File: src/rtl/cola_impresion.sv
// cola_impresion: print-job initiator for the color and black printer channels.
// Jobs ({color, paginas}) are queued in a small FIFO and dispatched in order to the
// matching channel as a one-cycle start strobe plus page code. The FSM then waits for
// the channel's fin level, and holds the queue while the head channel reports ink empty.
//
// Ports:
//   clk, reset            clock; asynchronous active-low reset
//   prendido              power enable (blocks acceptance and leaving IDLE)
//   pedir/color_in/paginas_in  job request strobe and its payload
//   error_color/negro     ink-empty levels; fin_color/negro  job-complete levels
//   senal_color/negra     one-cycle start strobes; paginas  page code in flight
//   ocupado, esperando_tinta  FSM not idle / blocked on ink
//   vacio, lleno, cuenta  FIFO status and occupancy (excludes job in flight)
//   rechazado             one-cycle pulse on a dropped request
//   falla                 sticky timeout flag
module cola_impresion #(
  parameter int unsigned DEPTH   = 4,
  parameter int unsigned TIMEOUT = 255
) (
  input  logic                    clk,
  input  logic                    reset,
  input  logic                    prendido,
  input  logic                    pedir,
  input  logic                    color_in,
  input  logic [1:0]              paginas_in,
  input  logic                    error_color,
  input  logic                    error_negro,
  input  logic                    fin_color,
  input  logic                    fin_negro,
  output logic                    senal_color,
  output logic                    senal_negra,
  output logic [1:0]              paginas,
  output logic                    ocupado,
  output logic                    esperando_tinta,
  output logic                    vacio,
  output logic                    lleno,
  output logic [$clog2(DEPTH):0]  cuenta,
  output logic                    rechazado,
  output logic                    falla
);

  localparam int unsigned AW = $clog2(DEPTH);
  localparam logic [AW:0] CuentaLlena = (AW + 1)'(DEPTH);
  // ESPERA lasts at most TIMEOUT cycles: counter runs 0..TIMEOUT-1.
  localparam logic [7:0]  CntUltimo   = 8'(TIMEOUT - 1);

  typedef enum logic [2:0] {
    StIdle, StEmitir, StEspera, StLiberar, StBloqueado
  } estado_t;

  estado_t       estado_q, estado_d;
  logic [7:0]    cnt_q, cnt_d;
  logic          canal_q;            // channel of job in flight: 1 = color
  logic [2:0]    mem_q [DEPTH];
  logic [AW-1:0] wr_ptr_q, rd_ptr_q;
  logic [AW:0]   cuenta_d;

  logic          push, pop, rechazo, timeout_hit, entrar_emitir;
  logic [2:0]    cabeza;
  logic          cabeza_color, error_cabeza, fin_activo;

  always_comb begin
    push          = pedir & prendido & (paginas_in != 2'd0) & ~lleno;
    rechazo       = pedir & (~prendido | (paginas_in == 2'd0) | lleno);
    cabeza        = mem_q[rd_ptr_q];
    cabeza_color  = cabeza[2];
    error_cabeza  = cabeza_color ? error_color : error_negro;
    fin_activo    = canal_q ? fin_color : fin_negro;

    estado_d    = estado_q;
    cnt_d       = cnt_q;
    pop         = 1'b0;
    timeout_hit = 1'b0;

    unique case (estado_q)
      StIdle: begin
        if (!vacio && prendido) begin
          estado_d = error_cabeza ? StBloqueado : StEmitir;
        end
      end
      StEmitir: begin
        pop      = 1'b1;
        cnt_d    = '0;
        estado_d = StEspera;
      end
      StEspera: begin
        if (fin_activo) begin
          estado_d = StLiberar;
        end else if (cnt_q == CntUltimo) begin
          timeout_hit = 1'b1;
          estado_d    = StIdle;
        end else begin
          cnt_d = cnt_q + 8'd1;
        end
      end
      // Wait for fin to drop so one fin level cannot complete two jobs.
      StLiberar: begin
        if (!fin_activo) estado_d = StIdle;
      end
      StBloqueado: begin
        if (!error_cabeza) estado_d = StIdle;
      end
      default: estado_d = StIdle;
    endcase

    entrar_emitir = (estado_q == StIdle) && (estado_d == StEmitir);

    cuenta_d = cuenta;
    unique case ({push, pop})
      2'b10:   cuenta_d = cuenta + (AW + 1)'(1);
      2'b01:   cuenta_d = cuenta - (AW + 1)'(1);
      default: cuenta_d = cuenta;
    endcase
  end

  always_ff @(posedge clk or negedge reset) begin
    if (!reset) begin
      estado_q        <= StIdle;
      cnt_q           <= '0;
      canal_q         <= 1'b0;
      wr_ptr_q        <= '0;
      rd_ptr_q        <= '0;
      for (int i = 0; i < int'(DEPTH); i++) mem_q[i] <= '0;
      cuenta          <= '0;
      vacio           <= 1'b1;
      lleno           <= 1'b0;
      senal_color     <= 1'b0;
      senal_negra     <= 1'b0;
      paginas         <= 2'd0;
      ocupado         <= 1'b0;
      esperando_tinta <= 1'b0;
      rechazado       <= 1'b0;
      falla           <= 1'b0;
    end else begin
      estado_q <= estado_d;
      cnt_q    <= cnt_d;
      if (push) begin
        mem_q[wr_ptr_q] <= {color_in, paginas_in};
        wr_ptr_q        <= wr_ptr_q + AW'(1);
      end
      if (pop) rd_ptr_q <= rd_ptr_q + AW'(1);
      cuenta <= cuenta_d;
      vacio  <= (cuenta_d == '0);
      lleno  <= (cuenta_d == CuentaLlena);
      // Strobe and page code are launched on entry so they line up with EMITIR.
      senal_color <= entrar_emitir & cabeza_color;
      senal_negra <= entrar_emitir & ~cabeza_color;
      if (entrar_emitir) begin
        paginas <= cabeza[1:0];
        canal_q <= cabeza_color;
      end
      ocupado         <= (estado_d != StIdle);
      esperando_tinta <= (estado_d == StBloqueado);
      rechazado       <= rechazo;
      falla           <= falla | timeout_hit;
    end
  end

endmodule

File: config.mk
export PLATFORM = sky130hd
export DESIGN_NAME = cola_impresion
export DESIGN_NICKNAME = d
export VERILOG_FILES = /design/src/rtl/cola_impresion.sv
export SDC_FILE = /design/constraint.sdc
export NUM_CORES = 1
export LEC_CHECK = 0
export ABC_AREA = 1
export BUFFER_PORTS_ARGS = -buffer_cell sky130_fd_sc_hd__buf_2
export CORE_ASPECT_RATIO = 1.5
export CORE_MARGIN = 2
export CORE_UTILIZATION = 50
export DETAILED_ROUTE_END_ITERATION = 6
export MAX_ROUTING_LAYER = met4
export PLACE_DENSITY = 0.69
export RECOVER_POWER = 100
export SYNTH_ARGS = -nofsm -noshare
export SYNTH_HDL_FRONTEND = slang
export SYNTH_SLANG_ARGS = --single-unit
File: constraint.sdc
create_clock -name clk -period 4.27 [get_ports clk]
set_clock_uncertainty 0.1 [all_clocks]
set_input_delay 0.6405 -clock clk [delete_from_list [all_inputs] [get_ports clk]]
set_output_delay 0.6405 -clock clk [all_outputs]
set_load 0.05 [all_outputs]
==> flow_summary.toml, run 1 <==
[run_status]
outcome = "finished, violations left"
violations = "capacitance limit, slew limit"

[worst_setup_path]
cp_top_family = "buffers and inverters"
slowest_stage = "clkbuf_1"
slowest_delay_ns = 1.49
worst-setup-path-type = "in -> async"
cp_max_fo = 41
crit_chain = "clkbuf_1"
r2r_start = "estado_q[2]"
worstReg2RegEnd = "vacio"
worst-path-stages = 1
r2r_cells = 9
worst-endpoint-arrival_ns = 2.15
r2r_slack_ns = 2.03
crit_path_end_kind = "async pin"
cp.required_ns = 4.15
startpoint_type = "primary input"
path_buf_inv = 1

[global_route]
grt_pass1_wl_mm = 6.596
grt_overflow = 0
grt.total_usage_pct = 19.28
antenna_found_initial = 0
grt_pass1_vias = 1504
grt_start_max_net_pins = 42

[sta]
rsz0062_at_grt = "no"
whs_ns = 0.3800
hold_viol_final = 0
fmax_mhz = 440.7
setup_viol = 0
fin_crit_ns = 2.269
report.final.slew_viol_count = 42
worst_pin_slew_ns = 2.125
tns_ns = 0
maxSlewHeadroom_pct = -41.68
setup_slack_ns = 2.001
finalCritPeriodShare_pct = 53.14

[synth]
synthFlopType = "dfrtp_1"
synth_top_cell_by_area = "dfrtp_1"
async_reset_ff_share_pct = 100.0
syn-cell-area_sq_mm = 0.002018
synth-edff-count = 0
ys_types = 28
synth-seq-area-share_pct = 50.90
yosys_register_bits = 41
synth.top_cell.area_share_pct = 49.60
synth_most_common_cell = "nand2_1"
avgSynthCellArea_sq_um = 8.662
ys_top_cells_by_area = "dfrtp_1 (50%), nand2_1 (10%), o21ai_0 (5.2%)"
synth_fp_nets = 252
yosys-top-cells-count = "nand2_1 (56), dfrtp_1 (40), inv_1 (27)"
yosysWarnings = 0
synthCells = 233

[finish]
synthToLayoutAreaGrowth_pct = 9.858
fillCellCount = 403
multi_input_area_sq_um = 824.5
nNetsFinal = 281
fin_cells = 308
fin_area_sq_mm = 0.002217
regArea_sq_mm = 0.001027
antenna_cells = 0
drive_above_1_share_pct = 11.41

[drt]
num_vias = 1514
drc_errors = 0
via_per_inst = 4.916
post_drt_wl_per_cell_um = 12.02
ant_nets = 0
dr.pass1.iters = 4
drtIter0Drc = 57
wl_mm = 3.701

[cts]
h-tree-depth = 2
cts_resized = 0
numCtsBuffers = 5
cts-root-buf = "clkbuf_8"
cts_max_path_buffers = 2
path_clk_slew_ns = 0.08
postCtsSetupBuffers = 0
cts.sinks = 41
clkLatencyLatePin_ns = 0.29
ctsHoldBuffers = 0
cts_tree = "yes"

[worst_hold_path]
hold_path_depth = 2
min_to = "paginas[1]"
hold_start = "paginas[1]"
hold_path.class = "reg -> reg"

[power_and_ir_drop]
p_leak_nw = 1.153
power.density_mw_per_mm2 = 701.5
ir_worst_vdd_mv = 0.4122

[placed_design]
place_ws_ns = 1.771
place_area_sq_mm = 0.002182
port_buffers = 23
hpwl_mm = 2.818
post-place-cells = 300
gp_congestion = 0.8316

[floorplan]
dieArea_sq_mm = 0.004571
fp.dieW_um = 55.88
num_rows = 28
start_util_pct = 51.43
ios = 24
core_area_sq_mm = 0.003924
die_h_um = 81.81

[job]
maxCapViolCount = 1
-- logic make-up after synthesis --
group           synth area share [%]
xor+xnor                       3.906
flops                          50.90
fa+ha+maj                      5.332
simple gates                   25.42
compound gates                 7.811
buf+inv                        6.634
-- metal layers --
metal  vias up  routed length, um  GRT usage (%)  part of all wire [%]
met2        23               1897          33.10                    51
met3         4                127          4.724                   3.4
met4         0                 45          6.667                   1.2
li1        784                  -              -                     -
met5         -                  0              -                     0
met1       703               1630          22.28                    44
-- flip-flops by register name, indices dropped and copies added (netlist names), 2 cells and up --
signal,cells
mem_q,12
cnt_q,8
estado_q,3
cuenta,3
wr_ptr_q,2
paginas,2
rd_ptr_q,2
-- final cells by class --
| class | instances | share of cell area [%] |
|---|---|---|
| flip-flops and latches | 41 | 46.33 |
| multi-input cells | 158 | 37.19 |
| inverters | 33 | 5.643 |
| repair buffers | 23 | 4.402 |
| clock buffers | 5 | 3.104 |
| well taps | 45 | 2.539 |
| clock inverters | 3 | 0.7901 |
-- report_power, final --
group	internal [mW]	total, mW	switching, mW
sequential	0.530	0.641	0.110
combinational	0.197	0.667	0.470
clock	0.113	0.248	0.135
-- placed cells by master, fill, tap and decap left out, types with 2 or more instances in the layout --
cell      instances
clkbuf_8          5
o22ai_1           2
a21oi_1           2
nand4_1           2
nand3_1          12
clkinv_2          2
dfrtp_1          40
inv_2             2
nor2_2            2
nand2_2           3
inv_1            30
buf_2             9
xor2_1            7
clkbuf_1         14
ha_1              7
nor2_1           22
xnor2_1           2
o21ai_0          24
nand2_1          65
-- worst max path at each step --
stage	endpoint	startpoint	slack, ns
after floorplan	vacio	paginas_in[1]	2.03
after global placement	vacio	paginas_in[1]	1.88
after detailed placement	vacio	paginas_in[1]	1.77
after CTS	vacio	estado_q[2]	2.01
after global routing	wr_ptr_q[0]	reset	1.42
final	wr_ptr_q[0]	reset	2.00
-- through the flow --
| stage | util [%] | power (mW) |
|---|---|---|
| global route | 56.51 | 1.701 |
| CTS | 57.81 | 1.619 |
| floorplan | - | 1.206 |
| finish | 56.51 | 1.555 |
| detailed placement | 55.61 | 1.372 |
| global placement | 55.61 | 1.351 |
(Power assumes the default switching activity.)
==> inputs of run 2 (changes only) <==
--- a/config.mk
+++ b/config.mk
@@ -5,7 +5,7 @@
 export SDC_FILE = /design/constraint.sdc
 export NUM_CORES = 1
 export LEC_CHECK = 0
-export ABC_AREA = 1
+export ABC_AREA = 0
 export BUFFER_PORTS_ARGS = -buffer_cell sky130_fd_sc_hd__buf_2
 export CORE_ASPECT_RATIO = 1.5
 export CORE_MARGIN = 2
==> constraint.sdc (replaced) <==
create_clock -name clk -period 2.1 [get_ports clk]
set_clock_uncertainty 0.1 [all_clocks]
set_input_delay 0.315 -clock clk [delete_from_list [all_inputs] [get_ports clk]]
set_output_delay 0.315 -clock clk [all_outputs]
set_load 0.05 [all_outputs]
==> run 2 against run 1 <==
Effect of this change:
- the run ends with setup timing left
- global-route usage is 1.8 points higher
- wire length grew 4.4%
- design area grew 8.0%
- via count decreased by 7.2%
- first-iteration DRC count shrank 53%
- sequential power increased by 98%
- clock-buffer cell count increased by 3
- critical path type is now reg -> reg
- largest cell class unchanged
==> flow_summary.toml, run 2 <==
[synth]
synthAdderAreaFrac_pct = 5.513
synth-seq-area-share_pct = 52.63
synth_top_cell_by_area = "dfrtp_1"
synth_most_common_cell = "dfrtp_1"
async_reset_ff_share_pct = 100.0
synth_top_family_by_area = "simple AND/OR/NAND/NOR gates"
ys_types = 40
ys_top_cells_by_area = "dfrtp_1 (51%), mux2_2 (8.1%), ha_1 (4.5%)"
synthMuxAreaShare_pct = 14.68
yosys.area_share.simple_pct = 14.94
synth_compound_area_share_pct = 6.667
yosys-top-cells-count = "dfrtp_1 (40), mux2_2 (14), nand2_1 (12)"
synth_fp_nets = 177
avgSynthCellArea_sq_um = 12.35
synth-edff-count = 0
synthCells = 158
synth_xor_area_share_pct = 2.692
synth.top_cell.area_share_pct = 51.28
synthFlopType = "dfrtp_1"
syn-cell-area_sq_mm = 0.001952
yosysWarnings = 0
yosys_register_bits = 41

[finish]
largest_registers = "mem_q: 12 flops, cnt_q: 8 flops"
layout_commonest_cell = "dfrtp_1"
largest-register = "mem_q"
nNetsFinal = 228
synthToLayoutAreaGrowth_pct = 22.63
antenna_cells = 0
drive_above_1_share_pct = 33.33
final_cell_mix = "dfrtp_1 (39), buf_4 (21), clkbuf_1 (16)"
largest_register_ffs = 12

[drt]
dr.pass1.iters = 4
post_drt_wl_per_cell_um = 15.27
drc_errors = 0
num_vias = 1405
via_per_inst = 5.553
ant_nets = 0
wl_mm = 3.864
drtIter0Drc = 27

[cts]
cts_tree = "yes"
clkLatencyLatePin_ns = 0.29
numCtsBuffers = 5
h-tree-depth = 2
path_clk_slew_ns = 0.07
cts.sinks = 41
cts_max_path_buffers = 2
cts-root-buf = "clkbuf_8"

[floorplan]
dieArea_sq_mm = 0.004430
ios = 24
die_h_um = 80.52
fp.dieW_um = 55.02
start_util_pct = 52.53
num_rows = 27
core_area_sq_mm = 0.003716

[worst_setup_path]
cp_max_fo = 2
critPathLaunch = "estado_q[1]"
path_buf_inv = 2
crit_chain = "or3b_4 -> inv_4 -> ha_4 -> inv_2 -> fa_2 -> mux2i_1 -> or2_4 -> nor2b_1"
startpoint_type = "flip-flop"
slowest_stage = "fa_2"
worst-endpoint-arrival_ns = 2.27
worst-setup-path-type = "reg -> reg"
r2r_start = "estado_q[1]"
cp_top_family = "simple AND/OR/NAND/NOR gates"
slowest_delay_ns = 0.52
cp.required_ns = 2.23
crit_path_end_kind = "flip-flop"

[power_and_ir_drop]
total_power_mw = 3.387
ir_worst_vdd_mv = 1.076
p_leak_nw = 1.127
power.density_mw_per_mm2 = 1415

[sta]
hold_viol_final = 0
tns_ns = -0.08809
rsz0062_at_grt = "yes"
setup_slack_ns = -0.04106
fin_crit_ns = 2.141
finalCritPeriodShare_pct = 102.0
worst_pin_slew_ns = 0.9593
maxSlewHeadroom_pct = 36.05
setup_viol = 3
fmax_mhz = 467.1
report.final.slew_viol_count = 0

[global_route]
grt_pass1_vias = 1403
grt.total_usage_pct = 21.07
grt_overflow = 0
grt_pass1_wl_mm = 6.327
antenna_found_initial = 0
grt_start_max_net_pins = 26

[worst_hold_path]
hold_start = "pedir"
hold_path.class = "in -> reg"

[placed_design]
hpwl_mm = 2.884
place_ws_ns = -0.1452
gp_congestion = 0.8481
port_buffers = 23

[run_status]
violations = "setup timing"
outcome = "finished, violations left"

[job]
maxCapViolCount = 0
[run 2: metal layers]
metal | global-route usage (%) | part of all wire [%] | vias up
met5 | - | 0 | -
met1 | 24.57 | 40 | 681
met2 | 33.45 | 53 | 47
met4 | 8.537 | 2.2 | 0
li1 | - | - | 665
met3 | 5.948 | 4.8 | 12
[run 2: power breakdown]
part	total (mW)	leakage (nW)	internal [mW]	switching (mW)
logic	1.59	0.569	0.741	0.851
registers	1.27	0.512	1.08	0.183
clock network	0.528	0.0455	0.268	0.260
[run 2: what timing repair did]
| action | CTS | global route |
|---|---|---|
| pin swaps | 5 | 3 |
| setup buffers | 4 | 2 |
| hold endpoints to repair | 15 | 0 |
| resized for setup | 5 | 1 |
| hold buffers | 1 | 0 |
| setup endpoints to repair | 4 | 4 |
[run 2: worst paths after layout]
check | end | slack, ns | cells after the start
max in group asynchronous | ocupado | 0.36 | 3
min in group asynchronous | cnt_q[4] | 0.58 | 2
worst min register to register | falla | 0.38 | 1
worst max-delay path | lleno | -0.04 | 8
worst min-delay path | rechazado | 0.16 | 2
worst max register to register | lleno | -0.04 | 8
[run 2: logic make-up after synthesis]
| kind of cell | count (synthesis) |
|---|---|
| buf+inv | 13 |
| compound gates | 19 |
| xor+xnor | 6 |
| simple gates | 50 |
| mux | 21 |
| flops | 41 |
| fa+ha+maj | 8 |
[run 2: per-stage QoR]
| stage | area (sq um) | cells | util [%] | hold WS (ns) |
|---|---|---|---|---|
| after floorplan | 1969 | 158 | - | -0.08059 |
| after global placement | 2247 | 238 | 60.47 | 0.1611 |
| after detailed placement | 2247 | 238 | 60.47 | 0.1700 |
| after CTS | 2395 | 251 | 64.44 | 0.1512 |
| after global routing | 2394 | 253 | 64.41 | 0.1656 |
| final | 2394 | 253 | 64.41 | 0.1634 |
[run 2: area by class of cell]
class / count / area (sq um)
fillers: 314 / 1323
flip-flops and latches: 41 / 1028
multi-input cells: 104 / 903.4
repair buffers: 47 / 277.8
clock buffers: 8 / 90.09
well taps: 43 / 53.80
inverters: 10 / 40.04
